$ cat config.mk
export PLATFORM = sky130hd
export DESIGN_NAME = muldiv4_exerciser_flat
export DESIGN_NICKNAME = d
export VERILOG_FILES = /design/src/rtl/muldiv4_exerciser_if.sv /design/src/rtl/muldiv4_exerciser.sv /design/src/flat_wrapper.sv
export SDC_FILE = /design/constraint.sdc
export NUM_CORES = 1
export LEC_CHECK = 0
export CAP_MARGIN = 0
export CORE_UTILIZATION = 35
export CTS_CLUSTER_SIZE = 30
export DETAILED_ROUTE_END_ITERATION = 12
export GPL_TIMING_DRIVEN = 1
export HOLD_SLACK_MARGIN = 0.03
export PLACE_DENSITY_LB_ADDON = 0.1
export SLEW_MARGIN = 20
export SYNTH_ARGS = -nofsm -noshare
export SYNTH_HDL_FRONTEND = slang
export SYNTH_SLANG_ARGS = --single-unit
$ cat constraint.sdc
create_clock -name clk -period 6.4 [get_ports clk]
set_input_delay 0.96 -clock clk [delete_from_list [all_inputs] [get_ports clk]]
set_output_delay 0.96 -clock clk [all_outputs]
set_load 0.01 [all_outputs]
$ cat src/rtl/muldiv4_exerciser_if.sv
// Operand/result bus between the exerciser and the 4-bit multiply/divide unit it drives.
interface muldiv4_exerciser_if;
   logic [7:0] dut_ui;
   logic [7:0] dut_uio;
   logic [7:0] dut_uo;
   logic [1:0] dut_flags;

   modport master (output dut_ui, dut_uio, input  dut_uo, dut_flags);
   modport slave  (input  dut_ui, dut_uio, output dut_uo, dut_flags);
endinterface

$ cat src/rtl/muldiv4_exerciser.sv
// Exhaustive 256-vector exerciser for a 4-bit multiply/divide unit: drives every operand
// pair, computes the reference result bit-serially, and counts/captures mismatches.
module muldiv4_exerciser #(
   parameter int unsigned SETTLE = 2
) (
   input  logic                clk,
   input  logic                rst,
   input  logic                start,
   input  logic                mode_signed,
   input  logic                mode_div,
   muldiv4_exerciser_if.master bus,
   output logic                busy,
   output logic                done,
   output logic                pass,
   output logic [7:0]          err_count,
   output logic                fail_valid,
   output logic [3:0]          fail_a,
   output logic [3:0]          fail_b
);

   localparam logic [2:0] S_IDLE  = 3'd0;
   localparam logic [2:0] S_LOAD  = 3'd1;
   localparam logic [2:0] S_CALC  = 3'd2;
   localparam logic [2:0] S_WAIT  = 3'd3;
   localparam logic [2:0] S_CHECK = 3'd4;
   localparam logic [2:0] S_DONE  = 3'd5;

   logic [2:0] state_q, state_d;
   logic [7:0] idx_q, idx_d;
   logic       sgn_q, sgn_d;
   logic       div_q, div_d;
   logic [3:0] mag_a_q, mag_a_d;
   logic [3:0] mag_b_q, mag_b_d;
   logic       res_neg_q, res_neg_d;
   logic       rem_neg_q, rem_neg_d;
   logic [1:0] step_q, step_d;
   logic [7:0] prod_q, prod_d;
   logic [3:0] rem_q, rem_d;
   logic [3:0] quo_q, quo_d;
   logic [7:0] exp_uo_q, exp_uo_d;
   logic [1:0] exp_flags_q, exp_flags_d;
   logic [3:0] wait_q, wait_d;
   logic [7:0] err_q, err_d;
   logic       fail_valid_q, fail_valid_d;
   logic [3:0] fail_a_q, fail_a_d;
   logic [3:0] fail_b_q, fail_b_d;

   logic [3:0] op_a, op_b;
   logic [1:0] div_bit;
   logic [4:0] rem_shift, rem_sub;
   logic       rem_fits;
   logic [3:0] quo_next;
   logic [7:0] prod_next;
   logic       mismatch;

   assign op_a = idx_q[3:0];
   assign op_b = idx_q[7:4];

   // One iteration of restoring division (MSB first) and of shift-add multiply (LSB first).
   always_comb begin
      div_bit   = 2'd3 - step_q;
      rem_shift = {rem_q, mag_a_q[div_bit]};
      rem_fits  = (rem_shift >= {1'b0, mag_b_q});
      rem_sub   = rem_fits ? (rem_shift - {1'b0, mag_b_q}) : rem_shift;
      quo_next  = {quo_q[2:0], rem_fits};
      prod_next = prod_q + (mag_b_q[step_q] ? ({4'd0, mag_a_q} << step_q) : 8'd0);
      mismatch  = (bus.dut_flags != exp_flags_q) ||
                  ((exp_flags_q == 2'b00) && (bus.dut_uo != exp_uo_q));
   end

   always_comb begin
      // NOTE: every next-state signal gets a default first, so no path through the case infers a latch.
      state_d      = state_q;
      idx_d        = idx_q;
      sgn_d        = sgn_q;
      div_d        = div_q;
      mag_a_d      = mag_a_q;
      mag_b_d      = mag_b_q;
      res_neg_d    = res_neg_q;
      rem_neg_d    = rem_neg_q;
      step_d       = step_q;
      prod_d       = prod_q;
      rem_d        = rem_q;
      quo_d        = quo_q;
      exp_uo_d     = exp_uo_q;
      exp_flags_d  = exp_flags_q;
      wait_d       = wait_q;
      err_d        = err_q;
      fail_valid_d = fail_valid_q;
      fail_a_d     = fail_a_q;
      fail_b_d     = fail_b_q;

      case (state_q)
         S_IDLE, S_DONE: begin
            if (start) begin
               sgn_d        = mode_signed;
               div_d        = mode_div;
               err_d        = 8'd0;
               fail_valid_d = 1'b0;
               fail_a_d     = 4'd0;
               fail_b_d     = 4'd0;
               idx_d        = 8'd0;
               state_d      = S_LOAD;
            end
         end

         S_LOAD: begin
            mag_a_d     = (sgn_q && op_a[3]) ? (~op_a + 4'd1) : op_a;
            mag_b_d     = (sgn_q && op_b[3]) ? (~op_b + 4'd1) : op_b;
            res_neg_d   = sgn_q && (op_a[3] ^ op_b[3]);
            rem_neg_d   = sgn_q && op_a[3];
            exp_flags_d = {div_q && (op_b == 4'd0),
                           div_q && sgn_q && (op_a == 4'h8) && (op_b == 4'hF)};
            prod_d      = 8'd0;
            rem_d       = 4'd0;
            quo_d       = 4'd0;
            step_d      = 2'd0;
            state_d     = S_CALC;
         end

         S_CALC: begin
            prod_d = prod_next;
            rem_d  = rem_sub[3:0];
            quo_d  = quo_next;
            step_d = step_q + 2'd1;
            if (step_q == 2'd3) begin
               // Magnitudes are done; apply the signs while storing the final expectation.
               if (div_q) begin
                  exp_uo_d[3:0] = res_neg_q ? (~quo_next + 4'd1) : quo_next;
                  exp_uo_d[7:4] = rem_neg_q ? (~rem_sub[3:0] + 4'd1) : rem_sub[3:0];
               end else begin
                  exp_uo_d = res_neg_q ? (~prod_next + 8'd1) : prod_next;
               end
               wait_d  = 4'(SETTLE - 1);
               state_d = S_WAIT;
            end
         end

         S_WAIT: begin
            if (wait_q == 4'd0) begin
               state_d = S_CHECK;
            end else begin
               wait_d = wait_q - 4'd1;
            end
         end

         S_CHECK: begin
            if (mismatch) begin
               if (err_q != 8'hFF) begin
                  err_d = err_q + 8'd1;
               end
               if (!fail_valid_q) begin
                  fail_valid_d = 1'b1;
                  fail_a_d     = op_a;
                  fail_b_d     = op_b;
               end
            end
            if (idx_q == 8'hFF) begin
               state_d = S_DONE;
            end else begin
               idx_d   = idx_q + 8'd1;
               state_d = S_LOAD;
            end
         end

         default: state_d = S_IDLE;
      endcase
   end

   // NOTE: sequential state uses non-blocking assignments so every flop samples pre-edge values.
   always_ff @(posedge clk or posedge rst) begin
      if (rst) begin
         state_q      <= S_IDLE;
         idx_q        <= 8'd0;
         sgn_q        <= 1'b0;
         div_q        <= 1'b0;
         mag_a_q      <= 4'd0;
         mag_b_q      <= 4'd0;
         res_neg_q    <= 1'b0;
         rem_neg_q    <= 1'b0;
         step_q       <= 2'd0;
         prod_q       <= 8'd0;
         rem_q        <= 4'd0;
         quo_q        <= 4'd0;
         exp_uo_q     <= 8'd0;
         exp_flags_q  <= 2'd0;
         wait_q       <= 4'd0;
         err_q        <= 8'd0;
         fail_valid_q <= 1'b0;
         fail_a_q     <= 4'd0;
         fail_b_q     <= 4'd0;
      end else begin
         state_q      <= state_d;
         idx_q        <= idx_d;
         sgn_q        <= sgn_d;
         div_q        <= div_d;
         mag_a_q      <= mag_a_d;
         mag_b_q      <= mag_b_d;
         res_neg_q    <= res_neg_d;
         rem_neg_q    <= rem_neg_d;
         step_q       <= step_d;
         prod_q       <= prod_d;
         rem_q        <= rem_d;
         quo_q        <= quo_d;
         exp_uo_q     <= exp_uo_d;
         exp_flags_q  <= exp_flags_d;
         wait_q       <= wait_d;
         err_q        <= err_d;
         fail_valid_q <= fail_valid_d;
         fail_a_q     <= fail_a_d;
         fail_b_q     <= fail_b_d;
      end
   end

   // The vector index only moves on LOAD entry, so it doubles as the operand drive.
   assign bus.dut_ui  = idx_q;
   assign bus.dut_uio = {div_q, sgn_q, 6'd0};

   assign busy       = (state_q == S_LOAD) || (state_q == S_CALC) ||
                       (state_q == S_WAIT) || (state_q == S_CHECK);
   assign done       = (state_q == S_DONE);
   assign pass       = done && (err_q == 8'd0);
   assign err_count  = err_q;
   assign fail_valid = fail_valid_q;
   assign fail_a     = fail_a_q;
   assign fail_b     = fail_b_q;

endmodule

$ cat src/flat_wrapper.sv
// flat-port wrapper written by rule: the top's interface ports become plain ports
module muldiv4_exerciser_flat 
#(
   parameter int unsigned SETTLE = 2
)
  (clk, rst, start, mode_signed, mode_div, busy, done, pass, err_count, fail_valid, fail_a, fail_b, bus_dut_ui, bus_dut_uio, bus_dut_uo, bus_dut_flags);
  muldiv4_exerciser_if bus_i ();
  input  logic clk;
  input  logic rst;
  input  logic start;
  input  logic mode_signed;
  input  logic mode_div;
  output logic busy;
  output logic done;
  output logic pass;
  output logic [7:0] err_count;
  output logic fail_valid;
  output logic [3:0] fail_a;
  output logic [3:0] fail_b;
  output wire logic [$bits(bus_i.dut_ui)-1:0] bus_dut_ui;
  output wire logic [$bits(bus_i.dut_uio)-1:0] bus_dut_uio;
  input wire logic [$bits(bus_i.dut_uo)-1:0] bus_dut_uo;
  input wire logic [$bits(bus_i.dut_flags)-1:0] bus_dut_flags;
  assign bus_dut_ui = bus_i.dut_ui;
  assign bus_dut_uio = bus_i.dut_uio;
  assign bus_i.dut_uo = bus_dut_uo;
  assign bus_i.dut_flags = bus_dut_flags;
  muldiv4_exerciser #(.SETTLE(SETTLE)) u_core (.clk(clk), .rst(rst), .start(start), .mode_signed(mode_signed), .mode_div(mode_div), .bus(bus_i), .busy(busy), .done(done), .pass(pass), .err_count(err_count), .fail_valid(fail_valid), .fail_a(fail_a), .fail_b(fail_b));
endmodule
# Yosys cells after proc, flatten, opt, wreduce, memory -nomap -nowiden
# Index checks and enable logic that the tools add are counted.
dict set report totals {
  ff_bits 71
  latchBits 0
  mem_bits_rw 0
  romBits 0
  input_bits 15
  wordCells 131
  mem_count 0
}
dict set report op_classes {
  add_sub_neg 12
  n_mul 0
  div 0
  n_lt_le_gt_ge 3
  n_eq_ne 20
  shift 1
  n_mux 40
  bitwise_logic 6
  n_reduce_logical 30
}
# operator count
set ops {}
lappend ops {{two-way mux 8 bit} 7}
lappend ops {{two-way mux 4 bit} 12}
lappend ops {{one-hot mux 8 bit (2 select lines)} 3}
lappend ops {{one-hot mux 4 bit (2 select lines)} 4}
lappend ops {{adder 8 x 1 -> 8 bit, second input constant} 3}
lappend ops {{adder 4 x 1 -> 4 bit, second input constant} 4}
lappend ops {{NOT 4 bit} 4}
lappend ops {{one-hot mux 3 bit (5 select lines)} 1}
lappend ops {{two-way mux 3 bit} 4}
lappend ops {{AND reduction 3 bit} 4}
lappend ops {{logical AND 1 bit} 9}
lappend ops {{adder 8 bit} 1}
lappend ops {{equality test 4 bit, second input constant} 2}
lappend ops {{equality test 8 bit, second input constant} 1}
lappend ops {{zero test 4 bit} 2}
lappend ops {{zero test 8 bit} 1}
lappend ops {{!= test 2 x 1 -> 1 bit, second input constant} 4}
lappend ops {{!= test 2 bit, second input constant} 4}
lappend ops {{!= test 8 bit} 1}
lappend ops {{!= test 8 bit, second input constant} 1}
lappend ops {{NOT 8 bit} 1}
lappend ops {{AND reduction 4 bit} 2}
lappend ops {{<< shifter 4 x 2 -> 8 bit} 1}
lappend ops {{equality test 3 x 2 -> 1 bit, second input constant} 2}
lappend ops {{22 further kinds} 34}

# Longest topological paths before layout
dict set report logic_depth {
  word_depth 9
  ltp_mapped 14
  depth_no_buf 13
}

# Worst setup path after synthesis
# No wires, ideal clock.
dict set report synth_path {
  path_type {reg-to-reg}
  startpoint {register u_core.step_q[0]}
  endpoint {register u_core.exp_uo_q[7]}
  setup_time_ns 0.124
  arrival_ns 2.970
  t_required_ns 6.276
  setup_slack_ns 3.306
  path_stages_with_launch 12
  n_path_buf 1
  cell_sequence {dfrtp_1 > clkbuf_1 > mux4_2 > and2_1 > ha_1 > inv_1 > o21bai_1 > xor2_1 > or4_1 > o41ai_1 > o22a_1 > nand3_1}
}
dict set report synth_between {
  elab_chain_len 9
}
# item line_no
set synth_lines {}
lappend synth_lines {{start: declaration} muldiv4_exerciser.sv:36} ;# logic [1:0] step_q, step_d;
lappend synth_lines {{start signal: assignment} muldiv4_exerciser.sv:201} ;# step_q <= step_d;
lappend synth_lines {{subtractor 2 bit} muldiv4_exerciser.sv:61} ;# div_bit = 2'd3 - step_q;
lappend synth_lines {{binary-select mux 1 bit (select 2 bit)} muldiv4_exerciser.sv:62} ;# rem_shift = {rem_q, mag_a_q[div_bit]};
lappend synth_lines {{two-way mux 1 bit (not written as such)} muldiv4_exerciser.sv:62}
lappend synth_lines {{subtractor 4 bit or >= comparator 5 x 4 -> 1 bit (tied branches)} {muldiv4_exerciser.sv:64, muldiv4_exerciser.sv:63}}
lappend synth_lines {{two-way mux 4 bit} muldiv4_exerciser.sv:64} ;# rem_sub = rem_fits ? (rem_shift - {1'b0, mag_b_q}) : rem_shift;
lappend synth_lines {{NOT 4 bit} muldiv4_exerciser.sv:130} ;# exp_uo_d[7:4] = rem_neg_q ? (~rem_sub[3:0] + 4'd1) : rem_sub[3:0];
lappend synth_lines {{adder 4 x 1 -> 4 bit} muldiv4_exerciser.sv:130}
lappend synth_lines {{two-way mux 4 bit} muldiv4_exerciser.sv:130}
lappend synth_lines {{two-way mux 8 bit} muldiv4_exerciser.sv:128} ;# if (div_q) begin
lappend synth_lines {{end signal: assignment} muldiv4_exerciser.sv:205} ;# exp_uo_q <= exp_uo_d;
lappend synth_lines {{end: declaration} muldiv4_exerciser.sv:40} ;# logic [7:0] exp_uo_q, exp_uo_d;
# Several ways; a longest one is shown, not always the timed one. The select of a mux whose other input is x is not followed.
# A chain may end at the register's enable or synchronous reset.

# Worst setup path after layout
# Ends and elaborated chain as after synthesis.

==> results.sh <==
export IMPL_setup_tns_ps=0
export IMPL_rows=40
export IMPL_timing_final_ws_setup_ps=2990
export IMPL_seq_area_um2=1780
export IMPL_finalCritPeriodShare_pct=53.3
export IMPL_grt_max_degree=72
export IMPL_grt_pass1_vias=3608
export IMPL_critical_path_class="register to register"
export IMPL_worstPathArrival_ps=3640
export IMPL_vias=3574
export IMPL_drt_wl_total_um=10800
export IMPL_fillers=1236
export IMPL_die_area_um2=13200
export IMPL_placed_area_um2=5020
export IMPL_hold_viol_final=0
export IMPL_ant_nets=0
export IMPL_worstMarginPinSlew_ps=940
export IMPL_synth_area_um2=4450
export IMPL_startpoint_type="register"
export IMPL_cts_sinks=71
export IMPL_period_minus_slack_ps=3410
export IMPL_power_total_mw=1.05
export IMPL_crit_fanout=16
export IMPL_clockBufferDepth=2
export IMPL_drt_initial_drc_count=180
export IMPL_drc=0
export IMPL_cap_violations=0
export IMPL_insertion_delay_ps=340
export IMPL_rsz0062_at_grt="no"
export IMPL_fp_dieH_um=115
export IMPL_first_pass_iters=4
export IMPL_stdcell_count=710
export IMPL_antenna_found_initial=0
export IMPL_hold_path_class="register to register"
export IMPL_finalInstanceArea_um2=5350
export IMPL_htreeDepth=3
export IMPL_vdd_drop_max_uv=135
export IMPL_vias_per_cell=5.03
export IMPL_final_layout_size_suffix_gt1_share_pct=7.56
export IMPL_core_area_um2=12200
export IMPL_initial_core_util_pct=36.5
export IMPL_grt_ovfl_total=0
export IMPL_grt_pass1_wl_um=18100
export IMPL_max_slew_margin_pct=37.3
export IMPL_syn_to_final_growth_pct=20.0
export IMPL_cts_setup_buffers=0
export IMPL_post_place_cells=694
export IMPL_io_buffers=44
export IMPL_n_antenna_cell=0
export IMPL_synth_seq_cells=71
export IMPL_clkTransAtPathRegs_ps=60
export IMPL_ys_warn_count=0
export IMPL_ys_types=55
export IMPL_post_cts_resized=0
export IMPL_wl_per_cell_um=15.2
export IMPL_multi_input_area_um2=2450
export IMPL_final_setup_viol_count=0
export IMPL_crit_path_end_kind="register"
export IMPL_p_leak_nw=2.33
export IMPL_fmax_mhz=293
export IMPL_dp_hpwl_um=7650
export IMPL_synthArstFlopShare_pct=100
export IMPL_hold_ws_ps=477
export IMPL_place_ws_ps=2980
export IMPL_worstPathRequired_ps=6630
export IMPL_drv_slew=0
export IMPL_ys_seq_area_share_pct=39.9
export IMPL_die_x_um=115
export IMPL_numCtsBuffers=9
export IMPL_hold_buffers=0
export IMPL_synth_edf_count=0
export IMPL_synth_cells=500
export IMPL_status="finished, final reports clean"
export IMPL_power_density_nw_per_um2=196
export IMPL_ys_flop_type="dfrtp_1"
export IMPL_avgSynthCellArea_um2=8.91
export IMPL_finish_utilization_pct=43.8
export IMPL_track_usage_pct=18.1
export IMPL_gp_congestion=0.790
export IMPL_skew_ps=8.98
export IMPL_io_pins=51
export IMPL_layout_nets=577
export IMPL_cts_tree="built"
export IMPL_root_buffer="clkbuf_16"
-- flip-flops by register name, summed over array words and instances, names as in the netlist --
name / flops
u_core.bus.dut_ui: 8
u_core.rem_q: 4
u_core.state_q: 3
u_core.fail_b: 4
u_core.sgn_q: 1
u_core.step_q: 2
u_core.res_neg_q: 1
u_core.exp_uo_q: 8
u_core.quo_q: 3
u_core.wait_q: 4
u_core.rem_neg_q: 1
u_core.prod_q: 8
u_core.fail_a: 4
u_core.div_q: 1
u_core.mag_b_q: 4
u_core.mag_a_q: 4
u_core.err_count: 8
u_core.exp_flags_q: 2
u_core.fail_valid: 1
-- placed cells by master (no fill, tap or decap), types with 9 or more instances in the layout --
master	n
nand2_1	76
dfrtp_1	71
o21ai_0	49
clkdlybuf4s50_1	44
nor2_1	32
xnor2_1	29
inv_1	28
ha_1	23
nand3_1	19
a21oi_1	17
nor3_1	14
xor2_1	14
clkbuf_16	9
-- worst max-delay path: stages, from the launching register on --
cell and delay (ps):
dfrtp_1 640, mux4_2 580, and2_1 160, ha_1 360, inv_1 50, o21bai_1 160
xor2_1 160, or4_1 550, o41ai_1 380, o22a_1 190, nand3_1 70
-- worst paths after layout --
| path | startpoint | end | slack (ps) | depth (start not counted) |
|---|---|---|---|---|
| hold / removal | u_core.wait_q[0] | u_core.wait_q[0] | 480 | 1 |
| max in group asynchronous | rst | u_core.sgn_q | 4560 | 3 |
| min in group asynchronous | rst | u_core.exp_uo_q[1] | 1210 | 3 |
| setup / recovery | u_core.step_q[0] | u_core.exp_uo_q[7] | 2990 | 10 |
| setup reg to reg | u_core.step_q[0] | u_core.exp_uo_q[7] | 2990 | 10 |
| hold reg to reg | u_core.wait_q[0] | u_core.wait_q[0] | 480 | 1 |
-- Yosys cell counts (4+ instances only) --
| master | n | area share, % |
|---|---|---|
| xnor2_1 | 29 | 5.7 |
| nand3b_1 | 4 | 0.67 |
| o31ai_1 | 5 | 0.84 |
| nand3_1 | 19 | 2.1 |
| a22o_1 | 6 | 1.2 |
| nand2b_1 | 6 | 0.84 |
| nand4_1 | 4 | 0.56 |
| nor3_1 | 14 | 1.6 |
| nor2_1 | 32 | 2.7 |
| and2_1 | 6 | 0.84 |
| buf_4 | 9 | 1.5 |
| mux2i_1 | 6 | 1.3 |
| dfrtp_1 | 71 | 40 |
| xor2_1 | 14 | 2.8 |
| o21ai_0 | 49 | 5.5 |
| ha_1 | 23 | 6.5 |
| a21oi_1 | 17 | 1.9 |
| clkbuf_1 | 17 | 1.4 |
| nor2b_1 | 6 | 0.84 |
| inv_1 | 29 | 2.4 |
| nand2_1 | 76 | 6.4 |
-- area by class of cell --
cell class | instances | share of cell area (%)
flip-flops and latches | 71 | 33.2
repair buffers | 48 | 8.80
inverters | 29 | 2.04
multi-input cells | 378 | 45.8
well taps | 168 | 3.93
clock inverters | 6 | 1.69
clock buffers | 10 | 4.47
-- logic make-up (layout without fill, tap and decap cells) --
logic type               after synthesis  in the layout  synth area share, %
buffers and inverters                 56             93                 5.51
adder cells (fa/ha/maj)               25             25                 7.36
AND/OR/NAND/NOR                      187            187                 20.4
AO/OA/AOI/OAI                        106            106                 14.9
multiplexers                          11             11                 3.37
other                                  1              6               0.0842
flip-flops                            71             71                 39.9
XOR/XNOR                              43             43                 8.46
-- per-layer routing --
layer | share of wire (%) | vias up | global-route usage (%) | wire (um)
met5 | 0 | - | 0 | 0
met4 | 1.8 | 0 | 5.97 | 194
met3 | 3.8 | 15 | 5.17 | 405
met2 | 47 | 65 | 29.2 | 5010
met1 | 48 | 1703 | 23.4 | 5160
li1 | - | 1791 | - | -
-- where the power goes --
group | switching, mW | total, mW | leakage (nW) | internal [mW]
sequential | 0.00363 | 0.455 | 0.921 | 0.451
combinational | 0.0173 | 0.0320 | 1.25 | 0.0147
clock | 0.205 | 0.559 | 0.159 | 0.354
total | 0.226 | 1.05 | 2.33 | 0.819
(Power assumes the default switching activity.)
